`config.mk`:
```
export PLATFORM = sky130hd
export DESIGN_NAME = fetch_unit
export DESIGN_NICKNAME = d
export VERILOG_FILES = /design/src/rtl/riscv_pkg.sv /design/src/rtl/fetch_fifo.sv /design/src/rtl/fetch_unit.sv
export SDC_FILE = /design/constraint.sdc
export NUM_CORES = 1
export LEC_CHECK = 0
export BUFFER_PORTS_ARGS = -buffer_cell sky130_fd_sc_hd__buf_2
export CORE_ASPECT_RATIO = 2
export CORE_UTILIZATION = 45
export DETAILED_ROUTE_END_ITERATION = 6
export PLACE_DENSITY = 0.78
export SYNTH_ARGS = -nofsm -noshare
export SYNTH_HDL_FRONTEND = slang
export SYNTH_SLANG_ARGS = --single-unit
```
`constraint.sdc`:
```
create_clock -name clk -period 4.5 [get_ports clk]
set_clock_uncertainty 0.15 [all_clocks]
set_input_delay 0 -clock clk [delete_from_list [all_inputs] [get_ports clk]]
set_output_delay 0 -clock clk [all_outputs]
set_load 0.02 [all_outputs]
```
`src/rtl/riscv_pkg.sv`:
```
// Shared RV32 constants, instruction field positions and fetch FSM encoding.
package riscv_pkg;

   localparam int XLEN    = 32;
   localparam int INSTR_W = 32;

   localparam logic [6:0] OP     = 7'b0110011;
   localparam logic [6:0] OP_IMM = 7'b0010011;
   localparam logic [6:0] LOAD   = 7'b0000011;
   localparam logic [6:0] STORE  = 7'b0100011;
   localparam logic [6:0] BRANCH = 7'b1100011;
   localparam logic [6:0] LUI    = 7'b0110111;
   localparam logic [6:0] JAL    = 7'b1101111;

   localparam int OPCODE_LSB = 0;
   localparam int OPCODE_MSB = 6;
   localparam int FUNCT3_LSB = 12;
   localparam int FUNCT3_MSB = 14;
   localparam int FUNCT7_LSB = 25;
   localparam int FUNCT7_MSB = 31;

   typedef logic [0:0] fetch_state_t;
   localparam fetch_state_t RUN   = 1'b0;
   localparam fetch_state_t DRAIN = 1'b1;

endpackage

```
`src/rtl/fetch_fifo.sv`:
```
// Synchronous FIFO with flush; push and pop may coincide at any count, including full.
module fetch_fifo #(
   parameter int WIDTH = 32,
   parameter int DEPTH = 2
) (
   input  logic                       clk,
   input  logic                       reset,
   input  logic                       push,
   input  logic [WIDTH-1:0]           push_data,
   input  logic                       pop,
   input  logic                       flush,
   output logic [WIDTH-1:0]           head,
   output logic [$clog2(DEPTH+1)-1:0] count,
   output logic                       full,
   output logic                       empty
);
   localparam int AW = $clog2(DEPTH);
   localparam int CW = $clog2(DEPTH+1);

   logic [WIDTH-1:0] mem [DEPTH];
   logic [AW-1:0]    rd_ptr;
   logic [AW-1:0]    wr_ptr;
   logic             do_push;
   logic             do_pop;

   assign full    = (count == CW'(DEPTH));
   assign empty   = (count == '0);
   assign do_pop  = pop && !empty;
   assign do_push = push && (!full || do_pop);
   assign head    = mem[rd_ptr];

   always_ff @(posedge clk) begin
      if (reset || flush) begin
         rd_ptr <= '0;
         wr_ptr <= '0;
         count  <= '0;
      end else begin
         if (do_push) wr_ptr <= wr_ptr + 1'b1;
         if (do_pop)  rd_ptr <= rd_ptr + 1'b1;
         count <= count + CW'(do_push) - CW'(do_pop);
      end
   end

   always_ff @(posedge clk) begin
      if (do_push) mem[wr_ptr] <= push_data;
   end

endmodule

```
`src/rtl/fetch_unit.sv`:
```
// Instruction fetch: PC, in-order imem requests, instruction buffer, redirect flush.
// Optional FETCH_PERF_EN adds perf_fetched / perf_stall / perf_flush counters.
//
//   state | meaning
//   RUN   | issue requests within credit, push responses into the buffer
//   DRAIN | wrong-path responses still in flight; discard them, issue nothing
module fetch_unit
   import riscv_pkg::*;
#(
   parameter int              XLEN       = 32,
   parameter logic [XLEN-1:0] RESET_PC   = '0,
   parameter int              FIFO_DEPTH = 2
) (
   input  logic            clk,
   input  logic            reset,
   output logic            imem_req_valid,
   input  logic            imem_req_ready,
   output logic [XLEN-1:0] imem_req_addr,
   input  logic            imem_rsp_valid,
   input  logic [31:0]     imem_rsp_data,
   input  logic            redirect_valid,
   input  logic [XLEN-1:0] redirect_pc,
   output logic            id_valid,
   input  logic            id_ready,
   output logic [31:0]     id_instr,
   output logic [XLEN-1:0] id_pc,
   output logic [6:0]      id_opcode,
   output logic [2:0]      id_funct3,
   output logic [6:0]      id_funct7
`ifdef FETCH_PERF_EN
   ,
   output logic [31:0]     perf_fetched,
   output logic [31:0]     perf_stall,
   output logic [31:0]     perf_flush
`endif
);
   localparam int CW = $clog2(FIFO_DEPTH+1);
   localparam logic [CW:0] DEPTH_C = (CW+1)'(FIFO_DEPTH);

   fetch_state_t    state;
   logic [XLEN-1:0] pc;
   logic [CW-1:0]   outstanding;
   logic [CW-1:0]   drop;
   logic [CW-1:0]   out_after_rsp;

   logic            rsp_fire;
   logic            req_fire;
   logic            id_pop;
   logic            ibuf_push;
   logic            tag_pop;

   logic [INSTR_W+XLEN-1:0] ibuf_head;
   logic [CW-1:0]           ibuf_count;
   logic                    ibuf_full;
   logic                    ibuf_empty;
   logic [XLEN-1:0]         tag_head;
   logic [CW-1:0]           tag_count;
   logic                    tag_full;
   logic                    tag_empty;
   logic [INSTR_W-1:0]      head_instr;
   logic [XLEN-1:0]         head_pc;

   assign rsp_fire      = imem_rsp_valid && (outstanding != '0);
   assign out_after_rsp = outstanding - CW'(rsp_fire);

   // In RUN the tag queue holds exactly the outstanding requests, so it doubles as the credit count.
   assign imem_req_valid = !reset && (state == RUN) && !redirect_valid && !tag_full &&
                           (({1'b0, ibuf_count} + {1'b0, tag_count}) < DEPTH_C);
   assign imem_req_addr  = pc;
   assign req_fire       = imem_req_valid && imem_req_ready;

   assign id_pop    = id_valid && id_ready;
   assign tag_pop   = rsp_fire && (state == RUN) && !tag_empty;
   assign ibuf_push = tag_pop && !redirect_valid && (!ibuf_full || id_pop);

   fetch_fifo #(.WIDTH(XLEN), .DEPTH(FIFO_DEPTH)) u_tag (
      .clk       (clk),
      .reset     (reset),
      .push      (req_fire),
      .push_data (pc),
      .pop       (tag_pop),
      .flush     (redirect_valid),
      .head      (tag_head),
      .count     (tag_count),
      .full      (tag_full),
      .empty     (tag_empty)
   );

   fetch_fifo #(.WIDTH(INSTR_W+XLEN), .DEPTH(FIFO_DEPTH)) u_ibuf (
      .clk       (clk),
      .reset     (reset),
      .push      (ibuf_push),
      .push_data ({imem_rsp_data, tag_head}),
      .pop       (id_pop),
      .flush     (redirect_valid),
      .head      (ibuf_head),
      .count     (ibuf_count),
      .full      (ibuf_full),
      .empty     (ibuf_empty)
   );

   always_ff @(posedge clk) begin
      if (reset) begin
         state       <= RUN;
         pc          <= RESET_PC;
         outstanding <= '0;
         drop        <= '0;
      end else if (redirect_valid) begin
         // Every request still in flight after this cycle belongs to the wrong path.
         pc          <= redirect_pc & ~XLEN'(3);
         outstanding <= out_after_rsp;
         drop        <= out_after_rsp;
         state       <= (out_after_rsp != '0) ? DRAIN : RUN;
      end else begin
         outstanding <= outstanding + CW'(req_fire) - CW'(rsp_fire);
         if (req_fire) pc <= pc + XLEN'(4);
         if ((state == DRAIN) && rsp_fire) begin
            drop <= drop - 1'b1;
            if (drop == CW'(1)) state <= RUN;
         end
      end
   end

   assign {head_instr, head_pc} = ibuf_head;
   assign id_valid  = !reset && !ibuf_empty;
   assign id_instr  = id_valid ? head_instr : '0;
   assign id_pc     = id_valid ? head_pc : '0;
   assign id_opcode = id_instr[OPCODE_MSB:OPCODE_LSB];
   assign id_funct3 = id_instr[FUNCT3_MSB:FUNCT3_LSB];
   assign id_funct7 = id_instr[FUNCT7_MSB:FUNCT7_LSB];

`ifdef FETCH_PERF_EN
   always_ff @(posedge clk) begin
      if (reset) begin
         perf_fetched <= '0;
         perf_stall   <= '0;
         perf_flush   <= '0;
      end else begin
         perf_fetched <= perf_fetched + 32'(id_pop);
         perf_stall   <= perf_stall + 32'(!id_valid);
         perf_flush   <= perf_flush + 32'(redirect_valid);
      end
   end
`endif

endmodule

```
## Yosys cells after proc, flatten, opt, wreduce, memory -nomap -nowiden

Memories as Yosys holds them, arrays and structs flattened. A register that Yosys moved wholly into a read port is not among the register bits.
Cells that the tools add are included.

- Add/subtract/negate cells: 14
- Multipliers: 0
- Divide/modulo/power cells: 0
- $lt $le $gt $ge: 1
- Eq/ne operators: 3
- Shift-type cells: 0
- Multiplexer cells: 19
- Bitwise logic cells: 1
- Reduce and logical (&&, ||, !) cells: 36

Operators by type and width:

| operator | number |
|---|---|
| two-way mux 32 bit | 4 |
| adder 32 x 3 -> 32 bit (second input constant) | 1 |
| logical AND 1 bit | 17 |
| two-way mux 1 bit | 12 |
| nonzero test 2 bit | 5 |
| subtractor 2 x 1 -> 2 bit | 4 |
| adder 2 x 1 -> 2 bit | 3 |
| zero test 1 bit | 6 |
| two-way mux 2 bit | 3 |
| adder 1 bit (second input constant) | 4 |
| equality test 2 bit (second input constant) | 2 |
| zero test 2 bit | 2 |
| logical OR 1 bit | 4 |
| adder 2 x 2 -> 3 bit | 1 |
| less-than comparator 3 x 2 -> 1 bit (second input constant) | 1 |
| equality test 2 x 1 -> 1 bit (second input constant) | 1 |
| AND reduction 2 bit | 1 |
| OR reduction 2 bit | 1 |
| subtractor 2 x 1 -> 2 bit (second input constant) | 1 |
| inverter 1 bit | 1 |

- Bits in registers: 45
- Bits in latches: 0
- RAM bits: 192
- ROM bits: 0
- Bits of input ports: 70
- Output and inout port bits: 115
- Logic and storage cells: 87
- Memories: 2

Memories:

| name | words | bits a word | read ports | clocked after Yosys merged registers in | wr ports | line | RTL |
|---|---|---|---|---|---|---|---|
| u_ibuf.mem | 2 | 64 | 1 | 1 | 1 | fetch_fifo.sv:20 | `logic [WIDTH-1:0] mem [DEPTH];` |
| u_tag.mem | 2 | 32 | 1 | 1 | 1 | fetch_fifo.sv:20 |  |

## Logic depth before layout (Yosys ltp)

Gate-level depths: netlist (run 1).

- Depth after elaboration: 9
- Depth in mapped cells: 14
- Mapped depth without buffers: 12

## Hierarchy

A second synthesis (run 1) with hierarchy kept.

- Cells, all modules: 728
- Area total of the unflattened synthesis: 10,163.5 µm²

By module, submodules not included:

| module | instances | cells each | area an instance (µm²) | sequential area each (µm²) |
|---|---|---|---|---|
| fetch_fifo (u_ibuf) | 1 | 232 | 4,858.4 | 3,943.8 |
| fetch_unit | 1 | 363 | 2,745.1 | 700.7 |
| fetch_fifo (u_tag) | 1 | 133 | 2,560.0 | 2,021.9 |

## Worst setup path before layout (run 1)

Ideal clock, no wire load.

- Path kind: register -> register
- Start point: reg outstanding[1]
- End point: mem u_ibuf.mem[0][10] (netlist name), enable pin
- Setup time: 0.490 ns
- Arrival: 3.935 ns
- Data required time: 3.860 ns
- Setup slack: -0.074 ns
- Cell stages (with the launch flop): 5
- Path buffers: 0
- Clock period less this slack: 4.574 ns
- Cells stage by stage: dfxtp_1 > o21a_1 > nor3b_1 > and3_1 > nor2b_1

- Cells in the longest elaborated chain, start to end: 9

Ends and longest elaborated chain:

| element | line | RTL |
|---|---|---|
| start, declared | fetch_unit.sv:42 | `logic [CW-1:0] outstanding;` |
| start signal, assigned | fetch_unit.sv:111 | `outstanding <= out_after_rsp;` |
| start signal, assigned | fetch_unit.sv:115 | `outstanding <= outstanding + CW'(req_fire) - CW'(rsp_fire);` |
| nonzero test 2 bit | fetch_unit.sv:63 | `assign rsp_fire = imem_rsp_valid && (outstanding != '0);` |
| logical AND 1 bit | fetch_unit.sv:63 |  |
| logical AND 1 bit (2 in a row) | fetch_unit.sv:73 | `assign tag_pop = rsp_fire && (state == RUN) && !tag_empty;` |
| logical AND 1 bit (2 in a row) | fetch_unit.sv:74 | `assign ibuf_push = tag_pop && !redirect_valid && (!ibuf_full \|\| id_pop);` |
| logical AND 1 bit | fetch_fifo.sv:29 | `assign do_push = push && (!full \|\| do_pop);` |
| net u_ibuf.do_push | fetch_fifo.sv:23 | `logic do_push;` |
| two-way mux 1 bit | fetch_fifo.sv:45 | `if (do_push) mem[wr_ptr] <= push_data;` |
| two-way mux 1 bit (not written as such) | fetch_fifo.sv:45 |  |
| end, declared | fetch_fifo.sv:20 |  |

The timed path passes the listed nets, and every way through them passes these cells.

## Worst setup path in the final report (run 1)

- Start point: reg u_tag.count[0]
- End point: reg pc[22] (netlist: imem_req_addr[22])

- Cells in the longest elaborated chain, start to end: 6
- Elaborated cells between the ends (all ways): 8
- Classes of those cells: add/sub: 1; order compare: 1; eq/ne: 1; reduce/logical: 5

Ends and longest elaborated chain:

| element | line | RTL |
|---|---|---|
| start, declared | fetch_fifo.sv:13 | `output logic [$clog2(DEPTH+1)-1:0] count,` |
| start signal, assigned | fetch_fifo.sv:40 | `count <= count + CW'(do_push) - CW'(do_pop);` |
| branches (longest 3 deep; another with adder 2 x 2 -> 3 bit) | n/a |  |
| logical AND 1 bit (*) | fetch_unit.sv:67 | `assign imem_req_valid = !reset && (state == RUN) && !redirect_valid && !tag_full &&` |
| logical AND 1 bit (*) | fetch_unit.sv:70 | `assign req_fire = imem_req_valid && imem_req_ready;` |
| nonzero test 2 bit (no source line) (*) | n/a |  |
| end signal, assigned | fetch_unit.sv:110 | `pc <= redirect_pc & ~XLEN'(3);` |
| end signal, assigned | fetch_unit.sv:116 | `if (req_fire) pc <= pc + XLEN'(4);` |
| end, declared | fetch_unit.sv:41 | `logic [XLEN-1:0] pc;` |

Mark *: on every way between the ends.
A chain may end at the register's enable or synchronous reset.

==> results of run 1 <==
-- per-layer routing --
| layer | GRT usage | routed length [um] | vias up |
|---|---|---|---|
| met1 | 0.2022 | 7473 | 3046 |
| met2 | 0.3663 | 11530 | 219 |
| met3 | 0.01915 | 851 | 50 |
| met4 | 0.09811 | 845 | 0 |
| li1 | - | - | 3054 |
| met5 | 0 | 0 | - |
-- tightest hold or removal path, cell delays in order --
cell,delay (ns)
buf_2,0.12
nor4b_2,0.16
nand3_2,0.15
or3_1,0.14
a311oi_1,0.08
-- power by group through the flow --
| stage | logic (W) | clock network [W] | registers [W] |
|---|---|---|---|
| after CTS | 0.000299 | 0.00170 | 0.00237 |
| final | 0.000304 | 0.00166 | 0.00238 |
| after global routing | 0.000332 | 0.00177 | 0.00238 |
| after global placement | 0.000221 | 0 | 0.00242 |
| after detailed placement | 0.000227 | 0 | 0.00242 |
| after floorplan | 0.000130 | 0 | 0.00243 |
-- cells in the final DEF (no fill, tap or decap), types with 5 or more instances in the layout --
master and n:
nand4_1 13, buf_2 178, nand2_1 31, and2_1 6, mux2_2 30, mux2i_1 63, clkinv_1 6, buf_4 9
or3_1 6, o211ai_1 6, dfxtp_1 44, and3_1 5, nor2_1 101, dlygate4sd3_1 102, nor3_1 6, xnor2_1 14
a21oi_1 17, nand3_1 9, edfxtp_1 184, a31oi_1 15, a211oi_1 7, inv_1 14, ha_1 9, xor2_1 5
o21ai_0 10, clkbuf_16 21
-- registers in the layout, summed over array words and instances, names as in the netlist, named ones only --
signal and flops:
u_tag.mem 60, outstanding 2, u_tag.wr_ptr 1, u_ibuf.count 2
imem_req_addr 30, u_tag.rd_ptr 1, u_ibuf.wr_ptr 1, u_ibuf.mem 124
u_ibuf.rd_ptr 1, state 1, drop 2, u_tag.count 2
-- path summary, 6_finish.rpt --
check                                    endpoint  slack (ns)  depth (start not counted)
worst max register to register  imem_req_addr[22]        0.75                         11
worst min-delay path             imem_req_addr[5]        0.05                          5
worst min register to register       u_tag.rd_ptr        0.39                          2
worst max-delay path            imem_req_addr[22]        0.75                         11
-- cell type report --
type	instances	area, sq um	area share
clock buffer	24	546.8	0.04477
clock inverter	11	86.33	0.007068
inverter	16	60.06	0.004917
multi-input combinational	401	2775	0.2272
sequential	229	6430	0.5264
tap	269	336.6	0.02756
timing repair buffer	289	1979	0.1621
-- kinds of logic (layout without fill, tap and decap cells) --
logic type	after synthesis	in the layout	synth area share
flip-flops	229	229	0.6746
AND/OR/NAND/NOR	201	201	0.1025
multiplexers	97	97	0.1064
AO/OA/AOI/OAI	70	70	0.04834
buffers and inverters	70	340	0.03638
XOR/XNOR	19	19	0.01747
adder cells (fa/ha/maj)	10	10	0.01392
other	1	4	0.0003937
-- stage by stage --
stage          area [sq um]  total power [W]    util  std cells  hold WS (ns)
2_1_floorplan          9539         0.002557       -        700      -0.05113
3_3_place_gp          10560         0.002638  0.5069       1102       0.03873
3_5_place_dp          10560         0.002648  0.5069       1102       0.04159
4_1_cts               12210         0.004374  0.5863       1239       0.02044
5_1_grt               12210         0.004481  0.5863       1239       0.06731
6_report              12210         0.004339  0.5863       1239       0.04988
-- timing repair --
action                                 in CTS  in global routing
setup endpoints to repair                   0                  0
hold buffers                              102                  0
gates resized for setup                     0                  0
endpoints found under the hold margin     101                  0
buffers inserted                            0                  0
==> results.json, run 1 <==
{
  "outcome": "finished, final reports clean",
  "cts_tree": "yes",
  "ant_nets": 0,
  "synth_cell_types": 53,
  "cts_root_buf": "clkbuf_16",
  "netlist_instances": 697,
  "seq_power_share": 0.547,
  "max_freq_mhz": 266.9,
  "grt_usage": 0.1910,
  "clockPowerShare": 0.383,
  "end_kind": "flop",
  "hold_path.startpoint": "imem_req_ready",
  "tightest_slew_ns": 1.109,
  "swShare": 0.2149,
  "startpoint": "u_tag.count[0]",
  "die_w_um": 104.9,
  "post-synth-top-count-cell": "edfxtp_1",
  "p_sw_w": 0.0009326,
  "fillers": 1636,
  "hold_path_class": "in2reg",
  "cp_max_fo": 26,
  "yosysWarnings": 0,
  "cts_made_buffers": 20,
  "area_growth_syn_to_layout_pct": 28.23,
  "clock_latency_ns": 0.50,
  "vias_per_cell": 5.140,
  "rsz0062_at_grt": "false",
  "nNetsFinal": 1037,
  "combPwrFrac": 0.070,
  "num_vias": 6369,
  "io_pins": 185,
  "p_int_w": 0.003407,
  "crit_slowest_cell": "dlygate4sd3_1",
  "grt_pass1_vias": 6413,
  "antenna_cells": 0,
  "hpwl_mm": 13.09,
  "path_clk_slew_ns": 0.07,
  "core_sq_um": 20830,
  "synth_area_leaders": "edfxtp_1 (58%), dfxtp_1 (9.5%), mux2i_1 (6.6%)",
  "p_per_area_nw_per_um2": 355.3,
  "worstSetupPathType": "reg2reg",
  "max_cap_viol_count": 0,
  "drive_above_1_share": 0.2753,
  "crit_chain": "inv_1 > nor2_1 > fa_1 > nor4b_2 > nand3_2 > buf_4 > inv_2 > nand4_1 > or3_1 > a31oi_1 > dlygate4sd3_1",
  "drc": 0,
  "dr.first_iter.drc_count": 210,
  "synth_commonest_cells": "edfxtp_1 (184), nor2_1 (102), mux2i_1 (63), dfxtp_1 (45), nand2_1 (31)",
  "arrival_ns": 4.03,
  "leakage_nw": 4.561,
  "yosysTopAreaCellShare": 0.5801,
  "num_rows": 75,
  "drv_slew": 0,
  "wl_per_cell_um": 16.71,
  "place_congestion": 0.8387,
  "dieArea_sq_um": 21790,
  "drt-total-wl_mm": 20.70,
  "hold_viol": 0,
  "yosysTopAreaCell": "edfxtp_1",
  "grt_overflow": 0,
  "syn_area_per_cell_sq_um": 13.67,
  "cp_slowest_stage_delay_ns": 0.56,
  "setup_tns_ns": 0,
  "clock_sinks": 229,
  "synth-seq-cells": 229,
  "r2r-start": "u_tag.count[0]",
  "port_buffers": 178,
  "antenna_found_initial": 0,
  "start_util": 0.4572,
  "place_ws_ns": 1.294,
  "cp_top_family": "simple AND/OR/NAND/NOR gates",
  "ys.flop_type": "edfxtp_1",
  "async_flop_share": 0,
  "fin_crit_sh": 0.8327,
  "cp-start-kind": "flop",
  "worstPathRequired_ns": 4.78,
  "die_y_um": 207.8,
  "setup_viol": 0,
  "min_period_ns": 3.747,
  "setup_ws_ns": 0.7527,
  "crit_buf_inv": 4,
  "synth_area_sq_um": 9525,
  "first_pass_iters": 5,
  "timing.slew.headroom": 0.2603,
  "grt_max_degree": 64,
  "clockBufferDepth": 3,
  "yosysSeqAreaShare": 0.6746,
  "h-tree-depth": 1,
  "synth-edff-count": 184,
  "grt_pass1_wl_mm": 32.71,
  "ir_drop_uv": 297.1
}
Power figures use the tool's default switching activity.
==> run 2: changes to the inputs <==
PLACE_DENSITY = 0.75   (was 0.78)
clock period = 3.5 ns   (was 4.5 ns; I/O delays follow)
==> results.json, run 2 (synthesized netlist as in run 1, its figures left out) <==
{
  "h-tree-depth": 1,
  "die_y_um": 207.8,
  "r2r-start": "u_ibuf.count[0]",
  "post-route-util": 0.5942,
  "cp_slowest_stage_delay_ns": 0.58,
  "rsz0062_at_grt": "false",
  "drv_slew": 0,
  "worstPathRequired_ns": 3.78,
  "endpoint": "imem_req_addr[24]",
  "grt_max_degree": 64,
  "startpoint": "u_ibuf.count[0]",
  "first_pass_iters": 4,
  "num_rows": 75,
  "cts_made_buffers": 21,
  "worstSetupPathType": "reg2reg",
  "arrival_ns": 3.61,
  "hold_ws_ns": 0.08079,
  "setup_tns_ns": 0,
  "end_kind": "flop",
  "max_freq_mhz": 300.6,
  "nNetsFinal": 1046,
  "layout_common_cells": "edfxtp_1 (184), buf_2 (178), dlygate4sd3_1 (105)",
  "ant_nets": 0,
  "fin_crit_sh": 0.9505,
  "ir_drop_uv": 330.1,
  "core_sq_um": 20830,
  "min_period_ns": 3.327,
  "reg2regPathDepth": 10,
  "grt_pass1_vias": 6395,
  "reg2reg_slack_ns": 0.17,
  "max_cap_viol_count": 0,
  "dr.first_iter.drc_count": 233,
  "drive_above_1_share": 0.2816,
  "grt_use_met1": 0.1899,
  "grtUsageMet2": 0.3608,
  "drt-total-wl_mm": 20.49,
  "cp_max_fo": 20,
  "cp-start-kind": "flop",
  "num_vias": 6447,
  "tightest_slew_ns": 1.101,
  "regMostFlops": "u_ibuf.mem",
  "hold_path_class": "in2reg",
  "use_met3": 0.02229,
  "die_w_um": 104.9,
  "dieArea_sq_um": 21790,
  "leakage_nw": 4.663,
  "cts_root_buf": "clkbuf_16",
  "p_per_area_nw_per_um2": 453.9,
  "final_cells": 1249,
  "grt_overflow": 0,
  "grt_usage": 0.1865,
  "place_inst": 1102,
  "crit_slowest_cell": "dlygate4sd3_1",
  "path_clk_slew_ns": 0.07,
  "hold_viol": 0,
  "cts_tree": "yes",
  "setup_viol": 0,
  "io_pins": 185,
  "final_common_cell": "edfxtp_1",
  "place_area_sq_um": 10590,
  "wl_per_cell_um": 16.40,
  "timing.slew.headroom": 0.2660,
  "vias_per_cell": 5.162,
  "final_area_sq_um": 12380,
  "area_growth_syn_to_layout_pct": 29.95,
  "clock_sinks": 229,
  "crit_chain": "inv_1 > nor2_2 > fa_1 > nor4b_2 > nand3_2 > inv_6 > nand4_1 > or3_1 > a31oi_1 > dlygate4sd3_1",
  "outcome": "finished, final reports clean",
  "antenna_cells": 0,
  "start_util": 0.4572,
  "clock_latency_ns": 0.50,
  "largest_reg_flops": 124,
  "drc": 0,
  "place_congestion": 0.8057,
  "grt_pass1_wl_mm": 32.04,
  "antenna_found_initial": 0,
  "port_buffers": 178,
  "top_usage_layer": "met2",
  "clockBufferDepth": 3,
  "timing.rr.end": "imem_req_addr[24]",
  "hpwl_mm": 12.60
}
run 2: changes by cell type in the layout (fill, tap and decap cells not counted), sizes merged:
cell          delta
buf              +3
bufinv           -1
clkbuf           +5
clkinv           -1
clkinvlp         -2
dlygate4sd3      +3
dlymetal6s4s     +1
inv              +2
run 2: timing repair:
| item | CTS | global route |
|---|---|---|
| setup endpoints to repair | 0 | 13 |
| gates resized for setup | 0 | 10 |
| setup buffers | 0 | 3 |
| hold endpoints to repair | 103 | 0 |
| hold buffers | 107 | 0 |
run 2: layout make-up:
| class | instances | area, sq um |
|---|---|---|
| well taps | 269 | 336.6 |
| clock buffers | 28 | 593.1 |
| multi-input cells | 401 | 2790 |
| flip-flops and latches | 229 | 6430 |
| repair buffers | 297 | 2107 |
| clock inverters | 9 | 56.30 |
| fillers | 1651 | 8454 |
| inverters | 16 | 65.06 |
run 2: metrics by stage:
stage | power (W) | worst slack, ns
floorplan | 0.003287 | 0.1027
global placement | 0.003396 | 0.6240
detailed placement | 0.003409 | 0.5976
CTS | 0.005655 | 0.01869
global route | 0.005809 | 0.007143
finish | 0.005619 | 0.1732
run 2: how the worst min path moves through the flow:
| stage | start | to | cells after the start |
|---|---|---|---|
| global route | imem_rsp_data[4] | u_ibuf.mem[0][36] | 2 |
| global placement | imem_rsp_data[19] | u_ibuf.mem[1][51] | 1 |
| floorplan | imem_rsp_data[0] | u_ibuf.mem[0][32] | 0 |
| finish | imem_rsp_data[15] | u_ibuf.mem[0][47] | 2 |
| CTS | imem_rsp_data[6] | u_ibuf.mem[1][38] | 2 |
| detailed placement | imem_rsp_data[15] | u_ibuf.mem[0][47] | 1 |
run 2: worst max-delay path: cells and delay by family, from the launching register on:
family,cells,cell delay [ns]
buffers and inverters,3,0.90
adder cells (fa/ha/maj),1,0.46
AO/OA/AOI/OAI,1,0.17
flip-flops,1,0.34
AND/OR/NAND/NOR,5,1.24
run 2: routing by layer:
layer	vias up	routed length, um
met3	50	891
met2	212	11460
met4	0	807
met1	3109	7332
met5	-	0
li1	3076	-
run 2: power by group:
part	internal [W]	total [W]	switching, W
Combinational	0.000211	0.000409	0.000198
Sequential	0.00299	0.00305	0.0000646
Clock	0.00120	0.00216	0.000953
==> run 3: changes to the inputs <==
CELL_PAD_IN_SITES_DETAIL_PLACEMENT = 0   (was unset)
CELL_PAD_IN_SITES_GLOBAL_PLACEMENT = 2   (was unset)
CORE_UTILIZATION = 38   (was 45)
PLACE_DENSITY = 0.88   (was 0.75)
==> results.json, run 3 (synthesized netlist as in run 1, its figures left out) <==
{
  "dieArea_sq_um": 25740,
  "drive_above_1_share": 0.2827,
  "dr.first_iter.drc_count": 204,
  "worstPathRequired_ns": 3.76,
  "ir_drop_uv": 324.1,
  "grt_overflow": 0,
  "cp-start-kind": "flop",
  "fillers": 2168,
  "regArea_sq_um": 6430,
  "num_vias": 6367,
  "seq_power_share": 0.528,
  "place_congestion": 0.7826,
  "setup_viol": 0,
  "cp_max_fo": 13,
  "final_common_cell": "edfxtp_1",
  "cp_top_family": "buffers and inverters",
  "end_kind": "flop",
  "core_sq_um": 24530,
  "vias_per_cell": 4.853,
  "clockBufferDepth": 3,
  "outcome": "finished, final reports clean",
  "crit_chain": "inv_1 > nor2_1 > fa_1 > nor4b_2 > nand3_2 > inv_6 > buf_4 > nor2_1 > o21ai_0 > a21oi_1 > dlygate4sd3_1",
  "place_inst": 1167,
  "path_clk_slew_ns": 0.07,
  "regMostFlops": "u_ibuf.mem",
  "grt_pass1_wl_mm": 31.55,
  "grt_pass1_vias": 6289,
  "hold_viol": 0,
  "die_y_um": 225.9,
  "nNetsFinal": 1045,
  "ant_nets": 0,
  "start_util": 0.3884,
  "rsz0062_at_grt": "true",
  "tightest_slew_ns": 1.090,
  "grt_usage": 0.1574,
  "p_int_w": 0.004497,
  "grt_max_degree": 64,
  "cts_made_buffers": 21,
  "clock_latency_ns": 0.52,
  "arrival_ns": 3.58,
  "cp_slowest_stage_delay_ns": 0.57,
  "timing.slew.headroom": 0.2735,
  "crit_slowest_cell": "dlygate4sd3_1",
  "min_period_ns": 3.320,
  "power.total_w": 0.005775,
  "area_growth_syn_to_layout_pct": 30.92,
  "max_cap_viol_count": 0,
  "max_freq_mhz": 301.2,
  "antenna_cells": 0,
  "clockPowerShare": 0.403,
  "crit_buf_inv": 4,
  "drv_slew": 0,
  "worstSetupPathType": "reg2reg",
  "io_pins": 185,
  "largest_reg_flops": 124,
  "fin_crit_sh": 0.9487,
  "h-tree-depth": 1,
  "port_buffers": 178,
  "drc": 0,
  "final_cells": 1312,
  "layout_common_cells": "edfxtp_1 (184), buf_2 (178), dlygate4sd3_1 (106)",
  "cts_root_buf": "clkbuf_16",
  "leakage_nw": 4.637,
  "clock_sinks": 229,
  "first_pass_iters": 4,
  "cts_tree": "yes",
  "num_rows": 81,
  "combPwrFrac": 0.069,
  "p_sw_w": 0.001278,
  "hpwl_mm": 13.68,
  "drt-total-wl_mm": 20.77,
  "die_w_um": 114.0,
  "cp_common_cell": "nor2_1",
  "multi_input_area_sq_um": 2775,
  "swShare": 0.2213,
  "p_per_area_nw_per_um2": 463.1,
  "hold_path_class": "in2reg",
  "antenna_found_initial": 0,
  "wl_per_cell_um": 15.83
}
[run 3: cell types whose count changed in the layout (fill, tap and decap cells not counted), sizes merged]
cell | previous run | this run
dlymetal6s4s | 1 | 0
inv | 18 | 21
clkinv | 7 | 2
bufinv | 0 | 2
dlygate4sd3 | 105 | 106
clkinvlp | 0 | 5
clkbuf | 29 | 24
[run 3: power by group through the flow]
stage | clock (W) | sequential (W) | combinational, W
finish | 0.00233 | 0.00305 | 0.000396
detailed placement | 0 | 0.00311 | 0.000302
CTS | 0.00239 | 0.00305 | 0.000397
global route | 0.00248 | 0.00306 | 0.000437
global placement | 0 | 0.00311 | 0.000297
floorplan | 0 | 0.00312 | 0.000167
[run 3: stage by stage]
| stage | setup TNS, ns | utilization | area, sq um | hold WS, ns | setup WS (ns) |
|---|---|---|---|---|---|
| global placement | 0 | 0.4359 | 10690 | 0.03800 | 0.6780 |
| floorplan | 0 | - | 9542 | -0.05113 | 0.1027 |
| CTS | 0 | 0.5080 | 12460 | 0.02713 | 0.1148 |
| detailed placement | 0 | 0.4359 | 10690 | 0.04322 | 0.6503 |
| finish | 0 | 0.5085 | 12470 | 0.06285 | 0.1796 |
| global route | -0.04673 | 0.5085 | 12470 | 0.05367 | -0.02261 |
[run 3: timing repair]
action | in CTS | in global routing
resized for setup | 0 | 2
buffers inserted | 0 | 1
setup endpoints to repair | 0 | 13
endpoints found under the hold margin | 103 | 0
hold buffers | 106 | 0
[run 3: path summary, 6_finish.rpt]
kind / from / end / slack, ns / depth (start not counted)
setup / recovery: u_tag.count[0] / imem_req_addr[17] / 0.18 / 11
hold / removal: imem_rsp_data[18] / u_ibuf.mem[1][50] / 0.06 / 2
setup reg to reg: u_tag.count[0] / imem_req_addr[17] / 0.18 / 11
hold reg to reg: u_tag.rd_ptr / flop / 0.37 / 2
[run 3: layout make-up]
cell class / instances / share of cell area
sequential: 229 / 0.5156
multi-input combinational: 401 / 0.2225
timing repair buffer: 296 / 0.1668
clock buffer: 24 / 0.04384
tap: 332 / 0.03331
clock inverter: 14 / 0.01274
inverter: 16 / 0.005217
[run 3: worst reg2reg max path, cell delays in order, from the launching register on]
cell and delay [ns]:
dfxtp_1 0.34, inv_1 0.07, nor2_1 0.14, fa_1 0.46, nor4b_2 0.29, nand3_2 0.26, inv_6 0.20, buf_4 0.19
nor2_1 0.19, o21ai_0 0.28, a21oi_1 0.09, dlygate4sd3_1 0.57
[run 3: layer usage]
metal / wire length (um) / global-route usage / vias to the layer above
li1: - / - / 3082
met1: 7671 / 0.1593 / 3071
met2: 11610 / 0.3116 / 159
met3: 603 / 0.01235 / 55
met4: 882 / 0.08169 / 0
met5: 0 / 0 / -
